`config.mk`:
```
export PLATFORM = sky130hd
export DESIGN_NAME = fip_32_det_sched
export DESIGN_NICKNAME = d
export VERILOG_FILES = /design/src/rtl/fip_32_det_sched.sv
export SDC_FILE = /design/constraint.sdc
export NUM_CORES = 1
export LEC_CHECK = 0
export CAP_MARGIN = 30
export CORE_AREA = 2 2 586 588
export CTS_BUF_LIST = sky130_fd_sc_hd__clkbuf_4
export DETAILED_ROUTE_END_ITERATION = 12
export DIE_AREA = 0 0 588 590
export SETUP_SLACK_MARGIN = 0.15
export SYNTH_ARGS = -nofsm -noshare
export SYNTH_HDL_FRONTEND = slang
export SYNTH_SLANG_ARGS = --single-unit
```
`constraint.sdc`:
```
create_clock -name i_clk -period 2.38 [get_ports i_clk]
set_input_delay 0.476 -clock i_clk [delete_from_list [all_inputs] [get_ports i_clk]]
set_output_delay 0.476 -clock i_clk [all_outputs]
set_load 0.02 [all_outputs]
```
`src/rtl/fip_32_det_sched.sv`:
```
// Round-robin front end for one shared pipelined 3x3 determinant unit.
// Grants one requester per cycle, tags the issue with its ID and routes the result back.
module fip_32_det_sched #(
  parameter int NREQ = 4,
  parameter int LAT  = 2,
  parameter int IDW  = $clog2(NREQ)
) (
  input  logic                    i_clk,
  input  logic                    i_rstn,
  input  logic [NREQ-1:0]         i_req_valid,
  input  logic [NREQ*288-1:0]     i_req_mat,
  output logic [NREQ-1:0]         o_req_ready,
  input  logic                    i_hold,
  output logic                    o_det_en,
  output logic [287:0]            o_det_mat,
  input  logic signed [31:0]      i_det_result,
  input  logic                    i_det_valid,
  output logic [NREQ-1:0]         o_rsp_valid,
  output logic [IDW-1:0]          o_rsp_id,
  output logic signed [31:0]      o_rsp_det,
  output logic                    o_busy,
  output logic                    o_err
);

  localparam int MAT_W = 288;
  localparam logic [NREQ-1:0] ONE_HOT = {{(NREQ-1){1'b0}}, 1'b1};

  logic [IDW-1:0] ptr_p0;
  logic           found;
  logic [IDW-1:0] pick_id;
  logic [IDW-1:0] ptr_nxt;
  logic           grant;

  logic [LAT-1:0] vld_p;
  logic [IDW-1:0] tag_id_p [LAT];

  // Scan from the pointer downward in offset so the nearest requester wins.
  function automatic logic [IDW:0] rr_pick(input logic [NREQ-1:0] req,
                                           input logic [IDW-1:0]  ptr);
    logic [IDW:0]   res;
    logic [IDW-1:0] idx;
    res = '0;
    for (int i = NREQ - 1; i >= 0; i--) begin
      idx = IDW'((int'(ptr) + i) % NREQ);
      if (req[idx]) res = {1'b1, idx};
    end
    return res;
  endfunction

  // Stage p0: arbitration and issue (combinational, gated by reset)
  always_comb begin
    {found, pick_id} = rr_pick(i_req_valid, ptr_p0);
    grant       = i_rstn & ~i_hold & found;
    ptr_nxt     = (pick_id == IDW'(NREQ - 1)) ? '0 : pick_id + IDW'(1);
    o_req_ready = '0;
    o_det_en    = 1'b0;
    o_det_mat   = '0;
    if (grant) begin
      o_req_ready = ONE_HOT << pick_id;
      o_det_en    = 1'b1;
      o_det_mat   = i_req_mat[int'(pick_id)*MAT_W +: MAT_W];
    end
  end

  // Stage p1..pLAT: tag pipe mirrors the det unit; response captured off the last tag
  always_ff @(posedge i_clk or negedge i_rstn) begin
    if (!i_rstn) begin
      ptr_p0      <= '0;
      vld_p       <= '0;
      for (int s = 0; s < LAT; s++) tag_id_p[s] <= '0;
      o_rsp_valid <= '0;
      o_rsp_id    <= '0;
      o_rsp_det   <= '0;
      o_busy      <= 1'b0;
      o_err       <= 1'b0;
    end else begin
      if (grant) ptr_p0 <= ptr_nxt;
      vld_p[0]    <= o_det_en;
      tag_id_p[0] <= pick_id;
      for (int s = 1; s < LAT; s++) begin
        vld_p[s]    <= vld_p[s-1];
        tag_id_p[s] <= tag_id_p[s-1];
      end
      if (vld_p[LAT-1]) begin
        o_rsp_valid <= ONE_HOT << tag_id_p[LAT-1];
        o_rsp_id    <= tag_id_p[LAT-1];
        o_rsp_det   <= i_det_result;
      end else begin
        o_rsp_valid <= '0;
      end
      o_busy <= o_det_en | (|vld_p);
      if (i_det_valid != vld_p[LAT-1]) o_err <= 1'b1;
    end
  end

endmodule
```
## Word level (Yosys, flattened, before mapping)

Cells that the tools add are included.

| cells by class | value |
|---|---|
| $mul | 1 |
| bitwise logic cells | 4 |
| $lt $le $gt $ge | 4 |
| multiplexer cells | 17 |
| add/sub/neg operators | 4 |
| shift operators | 3 |
| reduce and logical (&&, ||, !) cells | 1 |
| eq/ne operators | 2 |

Operator list:

| cell | count |
|---|---|
| variable part select 1152 x 12 -> 288 bit | 1 |
| two-way mux 288 bit | 1 |
| < comparator 2 x 3 -> 1 bit (second input constant) | 4 |
| two-way mux 3 bit | 4 |
| binary-select mux 1 bit (select 2 bit) | 4 |
| two-way mux 4 bit | 2 |
| left shift 1 x 2 -> 4 bit (first input constant) | 2 |
| multiplier 2 x 4 -> 6 bit (second input constant) | 1 |
| two-way mux 1 bit | 5 |
| adder 2 x 1 -> 2 bit (second input constant) | 2 |
| adder 2 bit (second input constant) | 2 |
| AND 1 bit | 2 |
| == test 2 bit (second input constant) | 1 |
| two-way mux 2 bit | 1 |
| OR reduction 2 bit | 1 |
| inequality test 1 bit | 1 |
| NOT 1 bit | 1 |
| OR 1 bit | 1 |

| word-level totals | value |
|---|---|
| word-level logic and storage cells | 45 |
| output and inout bits | 333 |
| bits of input ports | 1192 |
| bits in registers | 48 |

## Logic depth before layout (Yosys ltp)

| logic depth | value |
|---|---|
| word-level depth | 10 |
| mapped depth | 10 |
| depth with buffers taken out | 6 |

## Worst setup path after synthesis

Ideal clock, no wire load.

| timing | value |
|---|---|
| path kind | register to output |
| start | register ptr_p0[1] |
| end | output port o_det_mat[268] |
| cell stages (with the launch flop) | 8 |
| arrival time | 1.898 ns |
| path slack | 0.006 ns |
| buffers on the path | 3 |
| data required time | 1.904 ns |
| path through | dfrtp_1 -> buf_4 -> mux2i_1 -> a221oi_4 -> nand2_4 -> buf_2 -> buf_2 -> o22ai_1 |

| between the ends | value |
|---|---|
| word-level cells in the longest chain between the ends | 10 |
| elaborated cells on any way between the ends | 19 |
| those cells by class | 3 x add/sub; 1 x mul; 1 x shift; 13 x mux; 1 x bitwise |

Ends and longest elaborated chain:

| item | line | source |
|---|---|---|
| start: declaration | 28 | `logic [IDW-1:0] ptr_p0;` |
| start signal: assignment | 77 | `if (grant) ptr_p0 <= ptr_nxt;` |
| adder 2 bit | 44 | `idx = IDW'((int'(ptr) + i) % NREQ);` |
| binary-select mux 1 bit (select 2 bit) | 45 | `if (req[idx]) res = {1'b1, idx};` |
| two-way mux 1 bit (not written as such) | 45 |  |
| two-way mux 3 bit (3 in a row) | 45 |  |
| two-way mux 3 bit * | 45 |  |
| net pick_id[0] | 30 | `logic [IDW-1:0] pick_id;` |
| multiplier 2 x 4 -> 6 bit * | 61 | `o_det_mat = i_req_mat[int'(pick_id)*MAT_W +: MAT_W];` |
| variable part select 1152 x 12 -> 288 bit * | 61 |  |
| two-way mux 288 bit * | 58 | `if (grant) begin` |
| end: declaration | 15 | `output logic [287:0] o_det_mat,` |

The timed path passes the listed nets; every way through them passes the cells marked *. The select of a mux whose other input is x is not followed.

## Worst setup path in the final report

| timing | value |
|---|---|
| start | register ptr_p0[1] |
| end | output port o_det_mat[117] |

Same word-level chain as after synthesis.

==> impl_metrics.toml <==
[floorplanning]
fp-row-count = 215
die_h_um = 590
start_util = 0.0301
dieArea_um2 = 347000
die_w_um = 588
coreArea_um2 = 341000
pin_count = 1525

[clock_tree]
clkTransAtPathRegs_ns = 0.16
cts_tree = "yes"
clk_path_buf_depth = 2
clock-sinks = 48
htree_levels = 2
cts_made_buffers = 5
cts_root_buf = "clkbuf_4"
worstSkewPairLatency_ns = 0.40

[place]
place_hpwl_mm = 304
gp_congestion = 0.987
numPortBuffers = 1524
placed_area_um2 = 36000

[timing]
fin_crit_ns = 3.44
fin_tns_setup_ns = -271.53
hold_viol_final = 0
clock_skew_ns = 0.0166
slew_headroom = 0.569
setup_slack_ns = -1.06
worst_pin_slew_ns = 0.647
rsz0062_at_grt = "true"
fin_crit_sh = 1.45
slew_violations = 0
setup_viol = 293
fmax_mhz = 291
whs_ns = 0.228

[worst_hold_path]
timing.hold.worst.class = "in2async"

[synthesis]
syn_area_um2 = 10300
synthDominantCellAreaShare = 0.562
yosys-top-cells-area = "mux2i_1 (56%), o22ai_1 (18%), dfrtp_1 (12%)"
synth_seq_area_share = 0.117
synth_ff_type = "dfrtp_1"
async_flop_share = 1.00
ys_types = 31
netlist_instances = 1115
synth_edf_count = 0
synth_nets = 2311
syn_area_per_cell_um2 = 9.21
synth_area_leader_cell = "mux2i_1"
yosysWarningCount = 0
synth_seq_cells = 48

[drt]
dr.pass1.iters = 6
wl_per_cell_um = 42.9
first_iter_violations = 1354
ant_nets = 0
wirelength_mm = 333
vias = 21832
via_per_inst = 2.81
drcViolationCount = 0

[cells_and_area]
fillers = 38464
fin_area_um2 = 47600
drive_above_1_share = 0.505
syn2layout_area_growth_pct = 363
nets = 4276

[job]
cap_violations = 0

[status]
violations = "negative setup slack"
status = "finished, violations left"

[global_route]
grt_pass1_wl_mm = 376
gr-usage-all-layers = 0.182
grt_pass1_vias = 20371
grt_max_degree = 49
grt-ovfl-total = 0
grt_antenna_before_repair = 490

[power_and_ir_drop]
ir_drop_v = 0.000277
power.density_nw_per_um2 = 602
power_mw = 28.6
cellLeakagePower_nw = 15.7

[setup_path]
worstSetupPathType = "reg2out"
rrSetupSlack_ns = -0.09
timing.critical_path.to_type = "output pin"
cp-start-kind = "register"
crit_required_ns = 1.90
critPathArrivalTime_ns = 2.97
worstPathMaxFanout = 13
## cell usage after synthesis (2+ instances only)
cell      number
mux2_2        34
nor3b_1        2
buf_2         45
and2_1         4
mux2i_1      577
dfrtp_1       48
clkbuf_4       2
buf_6          4
nand2b_1       3
ha_1           4
buf_1          2
clkbuf_1      11
inv_1          3
nand2_1        2
a21oi_1        2
buf_4         68
o22ai_1      289
nor2_1         2
## sequential cells by signal, indices dropped and copies added, names as in the netlist
name / cells
o_busy: 1
o_err: 1
o_rsp_det: 32
o_rsp_id: 2
o_rsp_valid: 4
ptr_p0: 2
tag_id_p: 4
vld_p: 2
## repair_timing
| item | CTS | global route |
|---|---|---|
| gates cloned | 37 | 16 |
| endpoints found under the setup margin | 297 | 294 |
| buffers inserted | 144 | 77 |
| resized for setup | 1174 | 663 |
| pin swaps | 96 | 163 |
| hold buffers | 0 | 0 |
## area by class of cell
type / instances / area [um^2] / share of cell area
clock inverters: 3 / 42.5 / 0.000894
repair buffers: 2090 / 25400 / 0.534
flip-flops and latches: 48 / 1200 / 0.0253
well taps: 4557 / 5700 / 0.120
clock buffers: 5 / 37.5 / 0.000789
diodes: 128 / 320 / 0.00673
multi-input cells: 931 / 14900 / 0.312
inverters: 4 / 17.5 / 0.000368
## cell usage in the layout (no fill, tap or decap), types with 2 or more instances in the layout
cell | synthesis | layout
clkdlybuf4s50_1 | 0 | 1225
buf_12 | 0 | 309
mux2i_4 | 0 | 240
buf_6 | 4 | 216
mux2i_1 | 577 | 212
buf_4 | 68 | 201
o22ai_4 | 0 | 188
diode_2 | 0 | 128
mux2i_2 | 0 | 125
o22ai_2 | 0 | 82
buf_16 | 0 | 66
buf_8 | 0 | 50
dfrtp_1 | 48 | 46
mux2_2 | 34 | 34
o22ai_1 | 289 | 19
clkbuf_16 | 0 | 16
clkbuf_4 | 2 | 5
nand2b_1 | 3 | 3
ha_1 | 4 | 3
clkbuf_2 | 0 | 3
buf_2 | 45 | 3
a21oi_2 | 0 | 2
nor2_1 | 2 | 2
inv_1 | 3 | 2
and2_1 | 4 | 2
and2_4 | 0 | 2
nand2_8 | 0 | 2
dfrtp_2 | 0 | 2
## power breakdown
part	leakage, nW	switching, mW	internal (mW)
Sequential	0.570	0.132	0.959
Clock	0.0436	0.301	0.220
Combinational	15.1	12.1	14.9
Total	15.7	12.5	16.1
## worst max-delay path: stages (launching register included)
cell and delay [ns]:
dfrtp_2 0.54, buf_6 0.16, mux2i_2 0.16, a221oi_4 0.35, buf_12 0.17, nand2_8 0.08, buf_16 0.16, buf_4 0.16
buf_6 0.11, buf_12 0.15, buf_4 0.15, o22ai_2 0.15, buf_6 0.15
## worst paths after layout
check                            start             end  cells past startpoint
setup / recovery             ptr_p0[1]  o_det_mat[117]                     12
hold / removal                  i_rstn        vld_p[0]                      2
setup reg to reg             ptr_p0[1]       ptr_p0[1]                     11
hold reg to reg            tag_id_p[2]     tag_id_p[0]                      0
max in group asynchronous       i_rstn   o_rsp_det[16]                      2
min in group i_clk         tag_id_p[2]     tag_id_p[0]                      0
## stage by stage
step	std cells	worst slack [ns]	utilization
2_1_floorplan	1115	0.0348	-
3_3_place_gp	7352	-2.16	0.105
3_5_place_dp	7356	-1.88	0.105
4_1_cts	7545	-1.12	0.125
5_1_grt	7682	-1.13	0.139
6_report	7766	-1.06	0.139
## cell families (layout without fill, tap and decap cells)
family / count (synthesis) / in the layout / share of synthesized area
AOI/OAI and AO/OA: 295 / 295 / 0.182
and+or+nand+nor: 20 / 20 / 0.0122
other: 0 / 128 / 0
muxes: 611 / 611 / 0.600
xor gates and xnor gates: 1 / 1 / 0.000853
DFF: 48 / 48 / 0.117
buffers and inverters: 136 / 2102 / 0.0837
adders and majority gates: 4 / 4 / 0.00487
## metal layers
| layer | up-vias | global-route usage | part of all wire |
|---|---|---|---|
| li1 | 8684 | - | - |
| met1 | 10079 | 0.187 | 0.35 |
| met2 | 1851 | 0.286 | 0.44 |
| met3 | 886 | 0.133 | 0.16 |
| met4 | 332 | 0.0663 | 0.052 |
| met5 | - | 0 | 0.0068 |
(Power assumes the default switching activity.)
